==> src/rtl/boot_byte_streamer_if.sv <==
// Handshake bundle for boot_byte_streamer.
//   host_bootdata / host_bootdata_req / host_bootdata_ack : four-phase word
//     intake from the control module (req raised with data, ack answers,
//     req falls, ack falls).
//   byte_out / byte_valid / byte_ready : byte stream to the game loader.
//     A byte moves on every rising clock edge where byte_valid and
//     byte_ready are both high; byte_out holds while valid waits on ready.
// slave  : the streamer side (drives ack and the byte stream).
// master : the control module / loader side.
interface boot_byte_streamer_if;
  logic [31:0] host_bootdata;
  logic        host_bootdata_req;
  logic        host_bootdata_ack;
  logic [7:0]  byte_out;
  logic        byte_valid;
  logic        byte_ready;

  modport slave (
    input  host_bootdata, host_bootdata_req, byte_ready,
    output host_bootdata_ack, byte_out, byte_valid
  );

  modport master (
    output host_bootdata, host_bootdata_req, byte_ready,
    input  host_bootdata_ack, byte_out, byte_valid
  );
endinterface

==> src/rtl/boot_byte_streamer.sv <==
// boot_byte_streamer: takes 32-bit boot words over a four-phase req/ack
// handshake, unpacks them into a first-word-fall-through byte FIFO, drops
// every byte ahead of the first SYNC_BYTE, truncates the stream at rom_size
// bytes and presents the result on a valid/ready byte stream.
// Ports:
//   clk, reset_n     : clock, asynchronous active-low reset
//   restart          : synchronous clear, same effect as reset while high
//   rom_size         : number of stream bytes to accept
//   bus (slave)      : word intake handshake and byte output stream
//   sync_found       : SYNC_BYTE has reached the FIFO head (sticky)
//   bytes_loaded     : bytes pushed into the stream, saturates at rom_size
//   done             : all rom_size bytes accepted and drained (sticky)
//   dbg_state_o      : intake FSM state, 0 = IDLE, 1 = ACK
module boot_byte_streamer #(
  parameter int         DEPTH_LOG2 = 5,
  parameter logic [7:0] SYNC_BYTE  = 8'h4E,
  parameter bit         MSB_FIRST  = 1'b1
) (
  input  logic                        clk,
  input  logic                        reset_n,
  input  logic                        restart,
  input  logic [31:0]                 rom_size,
  boot_byte_streamer_if.slave         bus,
  output logic                        sync_found,
  output logic [31:0]                 bytes_loaded,
  output logic                        done,
  output logic                        dbg_state_o
);

  localparam int DEPTH = 1 << DEPTH_LOG2;
  localparam int CW    = DEPTH_LOG2 + 1;
  // A word is only latched when four free slots exist, so the unpacker can
  // never overrun the FIFO whatever the downstream does.
  localparam logic [CW-1:0] SPACE_LIMIT = CW'(DEPTH - 4);

  typedef enum logic {ST_IDLE = 1'b0, ST_ACK = 1'b1} state_t;

  state_t                state_q, state_d;
  logic [7:0]            mem_q [DEPTH];
  logic [DEPTH_LOG2-1:0] wr_ptr_q, wr_ptr_d;
  logic [DEPTH_LOG2-1:0] rd_ptr_q, rd_ptr_d;
  logic [CW-1:0]         count_q, count_d;
  logic [31:0]           word_q, word_d;
  logic [2:0]            ucnt_q, ucnt_d;     // bytes left in the unpacker
  logic [31:0]           loaded_q, loaded_d;
  logic                  sync_q, sync_d;
  logic                  done_q, done_d;

  logic        fifo_empty;
  logic [7:0]  head;
  logic        head_is_sync;
  logic        out_valid;
  logic        drop;
  logic        pop;
  logic        push;
  logic [7:0]  push_byte;
  logic [31:0] remaining;
  logic        latch;
  logic [2:0]  take;

  assign fifo_empty   = (count_q == '0);
  assign head         = mem_q[rd_ptr_q];
  assign head_is_sync = !fifo_empty && (head == SYNC_BYTE);
  assign out_valid    = !fifo_empty && (sync_q || head == SYNC_BYTE);
  // Before sync, garbage at the head is discarded at one byte per cycle.
  assign drop         = !fifo_empty && !sync_q && (head != SYNC_BYTE);
  assign pop          = (out_valid && bus.byte_ready) || drop;
  assign push         = (ucnt_q != 3'd0);
  assign push_byte    = MSB_FIRST ? word_q[31:24] : word_q[7:0];
  assign remaining    = rom_size - loaded_q;
  // When nothing remains the word is still acknowledged, but loads zero bytes.
  assign take         = (remaining >= 32'd4) ? 3'd4 : remaining[2:0];
  assign latch        = (state_q == ST_IDLE) && bus.host_bootdata_req &&
                        (ucnt_q == 3'd0) && (count_q <= SPACE_LIMIT) && !restart;

  // Intake FSM: state register.
  always_ff @(posedge clk or negedge reset_n) begin
    if (!reset_n) begin
      state_q <= ST_IDLE;
    end else begin
      state_q <= state_d;
    end
  end

  // Intake FSM: next state. ACK only exits on req low, so no word can be
  // latched in the cycle the ack falls.
  always_comb begin
    state_d = state_q;
    case (state_q)
      ST_IDLE: if (latch) state_d = ST_ACK;
      ST_ACK:  if (!bus.host_bootdata_req) state_d = ST_IDLE;
      default: state_d = ST_IDLE;
    endcase
    if (restart) state_d = ST_IDLE;
  end

  // Intake FSM: outputs.
  always_comb begin
    bus.host_bootdata_ack = (state_q == ST_ACK);
    dbg_state_o           = (state_q == ST_ACK);
  end

  // Datapath next state: unpacker, FIFO pointers, counters, sticky flags.
  always_comb begin
    word_d   = word_q;
    ucnt_d   = ucnt_q;
    wr_ptr_d = wr_ptr_q;
    rd_ptr_d = rd_ptr_q;
    count_d  = count_q;
    loaded_d = loaded_q;
    sync_d   = sync_q | head_is_sync;
    done_d   = done_q;

    if (push) begin
      word_d   = MSB_FIRST ? {word_q[23:0], 8'h00} : {8'h00, word_q[31:8]};
      ucnt_d   = ucnt_q - 3'd1;
      wr_ptr_d = wr_ptr_q + 1'b1;
      loaded_d = loaded_q + 32'd1;
    end
    // latch requires an empty unpacker, so it never collides with push.
    if (latch) begin
      word_d = bus.host_bootdata;
      ucnt_d = take;
    end
    if (pop) begin
      rd_ptr_d = rd_ptr_q + 1'b1;
    end
    case ({push, pop})
      2'b10:   count_d = count_q + CW'(1);
      2'b01:   count_d = count_q - CW'(1);
      default: count_d = count_q;
    endcase

    // Evaluated on next-state values so done appears the cycle after the
    // final pop (or one cycle after release when rom_size is 0).
    if ((loaded_d == rom_size) && (ucnt_d == 3'd0) && (count_d == '0)) begin
      done_d = 1'b1;
    end

    if (restart) begin
      word_d   = '0;
      ucnt_d   = '0;
      wr_ptr_d = '0;
      rd_ptr_d = '0;
      count_d  = '0;
      loaded_d = '0;
      sync_d   = 1'b0;
      done_d   = 1'b0;
    end
  end

  always_ff @(posedge clk or negedge reset_n) begin
    if (!reset_n) begin
      word_q   <= '0;
      ucnt_q   <= '0;
      wr_ptr_q <= '0;
      rd_ptr_q <= '0;
      count_q  <= '0;
      loaded_q <= '0;
      sync_q   <= 1'b0;
      done_q   <= 1'b0;
    end else begin
      word_q   <= word_d;
      ucnt_q   <= ucnt_d;
      wr_ptr_q <= wr_ptr_d;
      rd_ptr_q <= rd_ptr_d;
      count_q  <= count_d;
      loaded_q <= loaded_d;
      sync_q   <= sync_d;
      done_q   <= done_d;
    end
  end

  // Storage needs no reset: entries are only read while count says valid.
  always_ff @(posedge clk) begin
    if (push && !restart) begin
      mem_q[wr_ptr_q] <= push_byte;
    end
  end

  // Outputs are gated by a non-empty FIFO so reset shows zeros at once.
  assign bus.byte_valid = out_valid;
  assign bus.byte_out   = fifo_empty ? 8'h00 : head;
  assign sync_found     = sync_q | head_is_sync;
  assign bytes_loaded   = loaded_q;
  assign done           = done_q;

endmodule
==> src/flat_wrapper.sv <==
// flat-port wrapper written by rule: the top's interface ports become plain ports
module boot_byte_streamer_flat 
#(
  parameter int         DEPTH_LOG2 = 5,
  parameter logic [7:0] SYNC_BYTE  = 8'h4E,
  parameter bit         MSB_FIRST  = 1'b1
)
  (clk, reset_n, restart, rom_size, sync_found, bytes_loaded, done, dbg_state_o, bus_host_bootdata, bus_host_bootdata_req, bus_byte_ready, bus_host_bootdata_ack, bus_byte_out, bus_byte_valid);
  boot_byte_streamer_if bus_i ();
  input  logic clk;
  input  logic reset_n;
  input  logic restart;
  input  logic [31:0] rom_size;
  output logic sync_found;
  output logic [31:0] bytes_loaded;
  output logic done;
  output logic dbg_state_o;
  input wire logic [$bits(bus_i.host_bootdata)-1:0] bus_host_bootdata;
  input wire logic [$bits(bus_i.host_bootdata_req)-1:0] bus_host_bootdata_req;
  input wire logic [$bits(bus_i.byte_ready)-1:0] bus_byte_ready;
  output wire logic [$bits(bus_i.host_bootdata_ack)-1:0] bus_host_bootdata_ack;
  output wire logic [$bits(bus_i.byte_out)-1:0] bus_byte_out;
  output wire logic [$bits(bus_i.byte_valid)-1:0] bus_byte_valid;
  assign bus_i.host_bootdata = bus_host_bootdata;
  assign bus_i.host_bootdata_req = bus_host_bootdata_req;
  assign bus_i.byte_ready = bus_byte_ready;
  assign bus_host_bootdata_ack = bus_i.host_bootdata_ack;
  assign bus_byte_out = bus_i.byte_out;
  assign bus_byte_valid = bus_i.byte_valid;
  boot_byte_streamer #(.DEPTH_LOG2(DEPTH_LOG2), .SYNC_BYTE(SYNC_BYTE), .MSB_FIRST(MSB_FIRST)) u_core (.clk(clk), .reset_n(reset_n), .restart(restart), .rom_size(rom_size), .bus(bus_i), .sync_found(sync_found), .bytes_loaded(bytes_loaded), .done(done), .dbg_state_o(dbg_state_o));
endmodule
==> config.mk <==
export PLATFORM = sky130hd
export DESIGN_NAME = boot_byte_streamer_flat
export DESIGN_NICKNAME = d
export VERILOG_FILES = /design/src/rtl/boot_byte_streamer_if.sv /design/src/rtl/boot_byte_streamer.sv /design/src/flat_wrapper.sv
export SDC_FILE = /design/constraint.sdc
export NUM_CORES = 1
export LEC_CHECK = 0
export CORE_MARGIN = 1
export CORE_UTILIZATION = 30
export DETAILED_ROUTE_END_ITERATION = 8
export RECOVER_POWER = 25
export SETUP_SLACK_MARGIN = 0.15
export SLEW_MARGIN = 40
export SYNTH_ARGS = -nofsm -noshare
export SYNTH_HDL_FRONTEND = slang
export SYNTH_SLANG_ARGS = --single-unit
==> constraint.sdc <==
create_clock -name clk -period 9.35 [get_ports clk]
set_input_delay 1.87 -clock clk [delete_from_list [all_inputs] [get_ports clk]]
set_output_delay 1.87 -clock clk [all_outputs]
set_load 0.02 [all_outputs]
==> results of run 1 <==
## final cells by class
cell class,instances,share of cell area
Timing Repair Buffer,125,0.0607
Clock inverter,17,0.0105
Inverter,54,0.00988
Sequential cell,342,0.480
Clock buffer,52,0.0508
Multi-Input combinational cell,883,0.342
Tap cell,756,0.0461
## worst max-delay path, delay by kind of cell (launching register included)
| family | cells | cell delay (ns) |
|---|---|---|
| compound gates | 2 | 0.54 |
| flops | 1 | 0.57 |
| buf+inv | 4 | 1.49 |
| simple gates | 1 | 0.27 |
| mux | 3 | 1.21 |
## metrics by stage
step / total power [uW] / hold slack (ns) / setup slack (ns) / instance area [um2]
finish: 4900 / 0.524 / 2.83 / 20500
global route: 5140 / 0.535 / 2.59 / 20500
CTS: 4950 / 0.525 / 2.72 / 20500
detailed placement: 3450 / 0.528 / 3.10 / 19300
global placement: 3400 / 0.528 / 3.05 / 19100
floorplan: 2980 / 0.511 / 4.49 / 17300
## metal layers
layer,part of all wire,vias up,GRT usage
met2,0.49,386,0.259
met5,0,-,0
met3,0.058,50,0.0257
met4,0.016,0,0.0387
met1,0.44,5889,0.208
li1,-,5311,-
## placed cells by master (no fill, tap or decap), types with 12 or more instances in the layout
cell type and count:
nor2_2 28, nand2_1 118, nor3_1 17, a311oi_1 24, mux4_2 80, ha_1 44
edfxtp_1 256, a21o_1 16, clkbuf_16 38, clkdlybuf4s50_1 111, o21ai_0 19, inv_1 53
a21oi_1 65, nand3_1 43, a31oi_1 12, xor2_1 25, nor2_1 132, nand4_1 29
dfrtp_1 82, xnor2_1 60, mux2i_1 12
## kinds of logic after synthesis
family	Yosys count	share of synthesized area
simple gates	447	0.125
flops	342	0.568
compound gates	211	0.0860
buf+inv	132	0.0318
mux	94	0.112
xor+xnor	85	0.0430
fa+ha+maj	46	0.0341
## where the power goes
part	switching (uW)	total, uW	internal, uW	leakage, uW
combinational	746	1320	578	0.00266
sequential	212	2080	1870	0.00352
clock	641	1490	853	0.000608
total	1600	4900	3300	0.00679
## sequential cells by signal, summed over array words and instances (netlist names)
signal,count
u_core.ucnt_q,3
u_core.word_q,32
u_core.rd_ptr_q,5
u_core.count_q,6
u_core.bus.host_bootdata_ack,1
u_core.mem_q,256
u_core.sync_q,1
u_core.wr_ptr_q,5
u_core.bytes_loaded,32
u_core.done,1
## path summary, 6_finish.rpt
check,startpoint,to,slack (ns),depth (start not counted)
setup / recovery,u_core.rd_ptr_q[0]$_DFFE_PN0P_,sync_found,2.83,10
hold / removal,u_core.word_q[21]$_DFFE_PN0P_,u_core.word_q[29]$_DFFE_PN0P_,0.52,2
setup reg to reg,u_core.rd_ptr_q[1]$_DFFE_PN0P_,u_core.done$_DFFE_PN0P_,3.16,19
hold reg to reg,u_core.word_q[21]$_DFFE_PN0P_,u_core.word_q[29]$_DFFE_PN0P_,0.52,2
max in group asynchronous,reset_n,u_core.rd_ptr_q[0]$_DFFE_PN0P_,7.17,2
min in group asynchronous,reset_n,u_core.bytes_loaded[13]$_DFF_PN0_,1.18,1
==> key figures, run 1 <==
Synthesis
  – Post-synth cell types: 83
  – Most common cell in the netlist: edfxtp_1
  – Synth top area share: 0.444
  – Synthesized instance count: 1357
  – Area contributors post-synth: edfxtp_1, dfrtp_1, mux4_2
  – Mapped cell area: 17300 um2
  – Synth Flop Type: edfxtp_1
  – Number of synthesized flops with an enable pin: 256
  – Yosys Warn Count: 0
  – Sequential area share after synthesis: 0.568
  – Mean Syn Cell Area: 12.8 um2
  – Syn nets: 1472
  – Synth async-reset ratio: 0.251
  – Most frequent cells after synthesis: edfxtp_1, nor2_1, nand2_1
  – Biggest area consumer among synthesized cells: edfxtp_1
  – Register bit count reported by yosys: 342

Route
  – Initial drt markers: 1008
  – Vias per inst: 5.22
  – Residual DRC count: 0
  – Routed vias: 11600
  – WL/cell: 20.6 um
  – Post-route ant nets: 0
  – DRT Pass-1 Iters: 5
  – Routed WL: 45.9 mm

Timing
  – Measured slew at the worst slew-check pin: 1.11 ns
  – Slew headroom: 0.258
  – Setup Viol. Count Final: 0
  – Final min period: 6.52 ns
  – Final hold violation count: 0
  – Final Skew: 0.0297 ns
  – Pins Over Slew Limit: 0
  – Unrepaired setup endpoints after global routing: false
  – Crit share post-route: 0.698
  – Achievable frequency: 153 MHz
  – Setup tns final: 0 ns

Power and ir drop
  – Leak: 0.00679 uW
  – Power Dens Cells: 239 nW/um2
  – Worst vdd ir: 148 uV

Finish
  – Multi-input logic area: 7030 um2
  – Share of cells above drive strength 1: 0.143
  – Register area: 9850 um2
  – Antenna diode count: 0
  – Final std cells w/o fill: 2229
  – Area Overhead vs Synth: 18.4%
  – Fillcell total: 5396
  – Nets: 1559
  – Finished Core Util: 0.362

Setup path
  – Critical Path Source Type: register
  – Crit-path cells: buf_12 -> buf_12 -> buf_4 -> mux4_2 -> mux4_2 -> mux2i_1 -> and4bb_1 -> a41oi_2 -> a21oi_1 -> clkdlybuf4s50_1
  – Crit path DAT: 4.65 ns
  – Slowest CP cell: clkdlybuf4s50_1
  – Crit Path Max Fanout: 24
  – Crit-path max cell delay: 0.64 ns
  – WS Path Type: register to output port
  – Worst EP required: 7.48 ns
  – CP Capture Type: output port

Global route
  – First-pass GRT wire length: 70.5 mm
  – Initial antenna violation count: 0
  – Global route overflow: 0
  – Number of global-route vias before repair: 11500
  – GRT Overall Usage: 0.155
  – Largest net degree at the start of global routing: 68

Clocking
  – H-tree Lvls: 2
  – Resized cells post-CTS: 0
  – CTS buffer count: 38
  – Hold Buf Count CTS: 0
  – Worst-Skew Late Latency: 0.58 ns
  – Max clock buf depth: 3
  – Clk sink count: 342
  – CTS tree: yes
  – Root buffer cell: clkbuf_16
  – Setup Buffers After CTS: 0
  – Clock slew at reported path FFs: 0.06 ns

Place
  – # port buffers: 113
  – DP HPWL: 31.3 mm
  – Dpl cells: 2160
  – Routability congestion estimate: 0.868

Floorplanning
  – Die area: 58700 um2
  – Die Span Y: 242 um
  – Core Rows: 87
  – Core footprint: 56700 um2
  – Initial core utilization: 0.306
  – DIE WIDTH: 242 um
  – Top Ports: 114

Run
  – Max Cap Viol: 0

Hold path
  – Worst Hold Class: register to register

Outcome
  – Run status: finished, final reports clean
Note: power is estimated with default switching activity, not from simulation.
==> inputs of run 2 (changes only) <==
Clock period 9.35 ns to 6.2 ns, I/O delays scaled along.
==> run 2 against run 1 <==
  * Worst hold slack gained 0.0098 ns
  * Setup slack lost 2.2 ns
  * Flip-flop and latch count is the same
  * Critical path depth shrank 2
  * Clock power grew 52%
  * Final area is essentially flat
  * Power grew 50%
  * Via count shrank 1.2%
  * Non-clock buffer count shrank 1
  * Critical path type unchanged
  * Register-to-register slack lost 2.5 ns
  * Count of clock-buffer cells in the layout shrank 1
  * First-iteration DRC count shrank 5.0%
==> key figures, run 2 (synthesis gave the netlist of run 1 again) <==
Clocking
  – Root buffer cell: clkbuf_16
  – CTS tree: yes
  – Worst-Skew Late Latency: 0.56 ns
  – Hold Buf Count CTS: 0
  – H-tree Lvls: 2
  – Clk sink count: 342
  – Setup Buffers After CTS: 0
  – CTS buffer count: 38
  – Resized cells post-CTS: 0
  – Clock slew at reported path FFs: 0.06 ns
  – Max clock buf depth: 3

Setup path
  – Worst EP required: 4.96 ns
  – Crit path from: u_core.rd_ptr_q[0]$_DFFE_PN0P_
  – R2R Path End: u_core.done$_DFFE_PN0P_
  – Crit path DAT: 4.37 ns
  – Slowest CP cell: clkdlybuf4s50_1
  – WS Path Type: register to output port
  – Critical Path Source Type: register
  – FF-to-FF path depth: 19
  – CP Buf/Inv Count: 2
  – Crit Path Max Fanout: 32
  – Top delay family on crit path: multiplexers
  – Crit-path cells: buf_12 -> mux4_2 -> mux4_2 -> mux2i_1 -> and4bb_1 -> a41oi_2 -> a21oi_1 -> clkdlybuf4s50_1
  – CP Capture Type: output port
  – R2R setup slack: 0.64 ns
  – Crit-path max cell delay: 0.72 ns
  – Critical path's most frequent cell: mux4_2
  – Worst R2R Start: u_core.rd_ptr_q[0]$_DFFE_PN0P_

Timing
  – Pins Over Slew Limit: 0
  – Achievable frequency: 178 MHz
  – Final Skew: 0.0299 ns
  – Final hold violation count: 0
  – Setup tns final: 0 ns
  – Setup Viol. Count Final: 0
  – Slew headroom: 0.285
  – Final min period: 5.61 ns
  – Measured slew at the worst slew-check pin: 1.07 ns
  – Unrepaired setup endpoints after global routing: false
  – Crit share post-route: 0.905

Hold path
  – Hold Crit Endpoint: u_core.word_q[2]$_DFFE_PN0P_
  – Worst Hold Class: register to register
  – Hold Crit Depth: 2
  – Hold wc startpoint: u_core.word_q[2]$_DFFE_PN0P_

Route
  – DR top layer: met4
  – Routed WL: 45.1 mm
  – DRT met1 WL: 19.8 mm
  – Met3 wire length: 2.36 mm
  – Vias per inst: 5.16
  – Met2 WL post-DR: 22.0 mm
  – WL/cell: 20.3 um
  – Residual DRC count: 0
  – DRT Pass-1 Iters: 5
  – Initial drt markers: 958
  – Routed vias: 11500
  – Post-route ant nets: 0

Finish
  – Nets: 1558
  – Share of cells above drive strength 1: 0.147
  – Most frequent cells in the layout: edfxtp_1, nor2_1, nand2_1, clkdlybuf4s50_1, dfrtp_1
  – Area Overhead vs Synth: 18.5%
  – Antenna diode count: 0
  – Final std cells w/o fill: 2226
  – Largest register FFs: 256
  – Most common cell after layout, fill and taps aside: edfxtp_1
  – Top reg by flops: u_core.mem_q

Floorplanning
  – DIE WIDTH: 242 um
  – Core Rows: 87
  – Die area: 58700 um2
  – Top Ports: 114
  – Initial core utilization: 0.306
  – Core footprint: 56700 um2
  – Die Span Y: 242 um

Global route
  – Largest net degree at the start of global routing: 68
  – Global route overflow: 0
  – Number of global-route vias before repair: 11500
  – Initial antenna violation count: 0
  – First-pass GRT wire length: 69.2 mm
  – GRT Overall Usage: 0.151

Place
  – DP HPWL: 31.0 mm
  – Dpl cells: 2159
  – # port buffers: 113
  – Routability congestion estimate: 0.868

Power and ir drop
  – Net Switching: 2350 uW
  – Leak: 0.00679 uW
  – Total internal power: 4990 uW
  – Design Power: 7340 uW
  – Combinational power share: 0.269
  – Sw Ratio: 0.320
  – Sequential power share: 0.424
  – Worst vdd ir: 230 uV
  – Clock power share: 0.307
  – Power Dens Cells: 357 nW/um2

Outcome
  – Run status: finished, final reports clean

Run
  – Max Cap Viol: 0
==> run 2: changes by cell type in the layout (fill, tap and decap cells not counted), sizes merged <==
cell and change:
clkinv -2, inv -1, clkbuf -1, buf -1
bufinv -1, clkinvlp +3
==> run 2: metrics by stage <==
stage / area, um2 / utilization / hold slack [ns] / worst slack [ns]
final: 20500 / 0.362 / 0.534 / 0.588
after global routing: 20500 / 0.362 / 0.561 / 0.304
after CTS: 20500 / 0.362 / 0.536 / 0.540
after detailed placement: 19300 / 0.340 / 0.520 / 0.628
after global placement: 19200 / 0.338 / 0.524 / 0.688
after floorplan: 17300 / - / 0.511 / 1.39
==> run 2: worst max path at each step <==
stage / depth (start not counted) / to
2_1_floorplan: 20 / u_core.done$_DFFE_PN0P_
3_3_place_gp: 19 / u_core.done$_DFFE_PN0P_
3_5_place_dp: 19 / u_core.done$_DFFE_PN0P_
4_1_cts: 8 / sync_found
5_1_grt: 19 / u_core.done$_DFFE_PN0P_
6_report: 8 / sync_found
==> run 2: power by group through the flow <==
stage               logic, uW  clock network [uW]  registers [uW]
floorplan                1470                   0            3030
global placement         1950                   0            3140
detailed placement       1990                   0            3160
CTS                      1990                2300            3110
global route             2170                2390            3150
finish                   1970                2260            3110
==> run 2: layer usage <==
layer / vias to the layer above / GRT usage
met1: 5807 / 0.203
met3: 59 / 0.0257
met4: 0 / 0.0406
li1: 5313 / -
met5: - / 0
met2: 312 / 0.252
==> run 2: final cells by class <==
| type | instances | area, um2 |
|---|---|---|
| clock buffers | 51 | 1090 |
| clock inverters | 16 | 174 |
| flip-flops and latches | 342 | 9850 |
| fillers | 5370 | 36200 |
| inverters | 54 | 203 |
| multi-input cells | 883 | 7040 |
| well taps | 756 | 946 |
| repair buffers | 124 | 1230 |
==> run 2: tightest hold or removal path: stages, from the launching register on <==
cell,delay [ns]
dfrtp_1,0.37
nand3_1,0.06
a21oi_1,0.06
==> inputs of run 3 (changes only) <==
Settings changed: CAP_MARGIN set to 30, CTS_CLUSTER_SIZE set to 14.
==> results of run 3 <==
The final DEF is identical to that of run 2; final timing and power are the same.
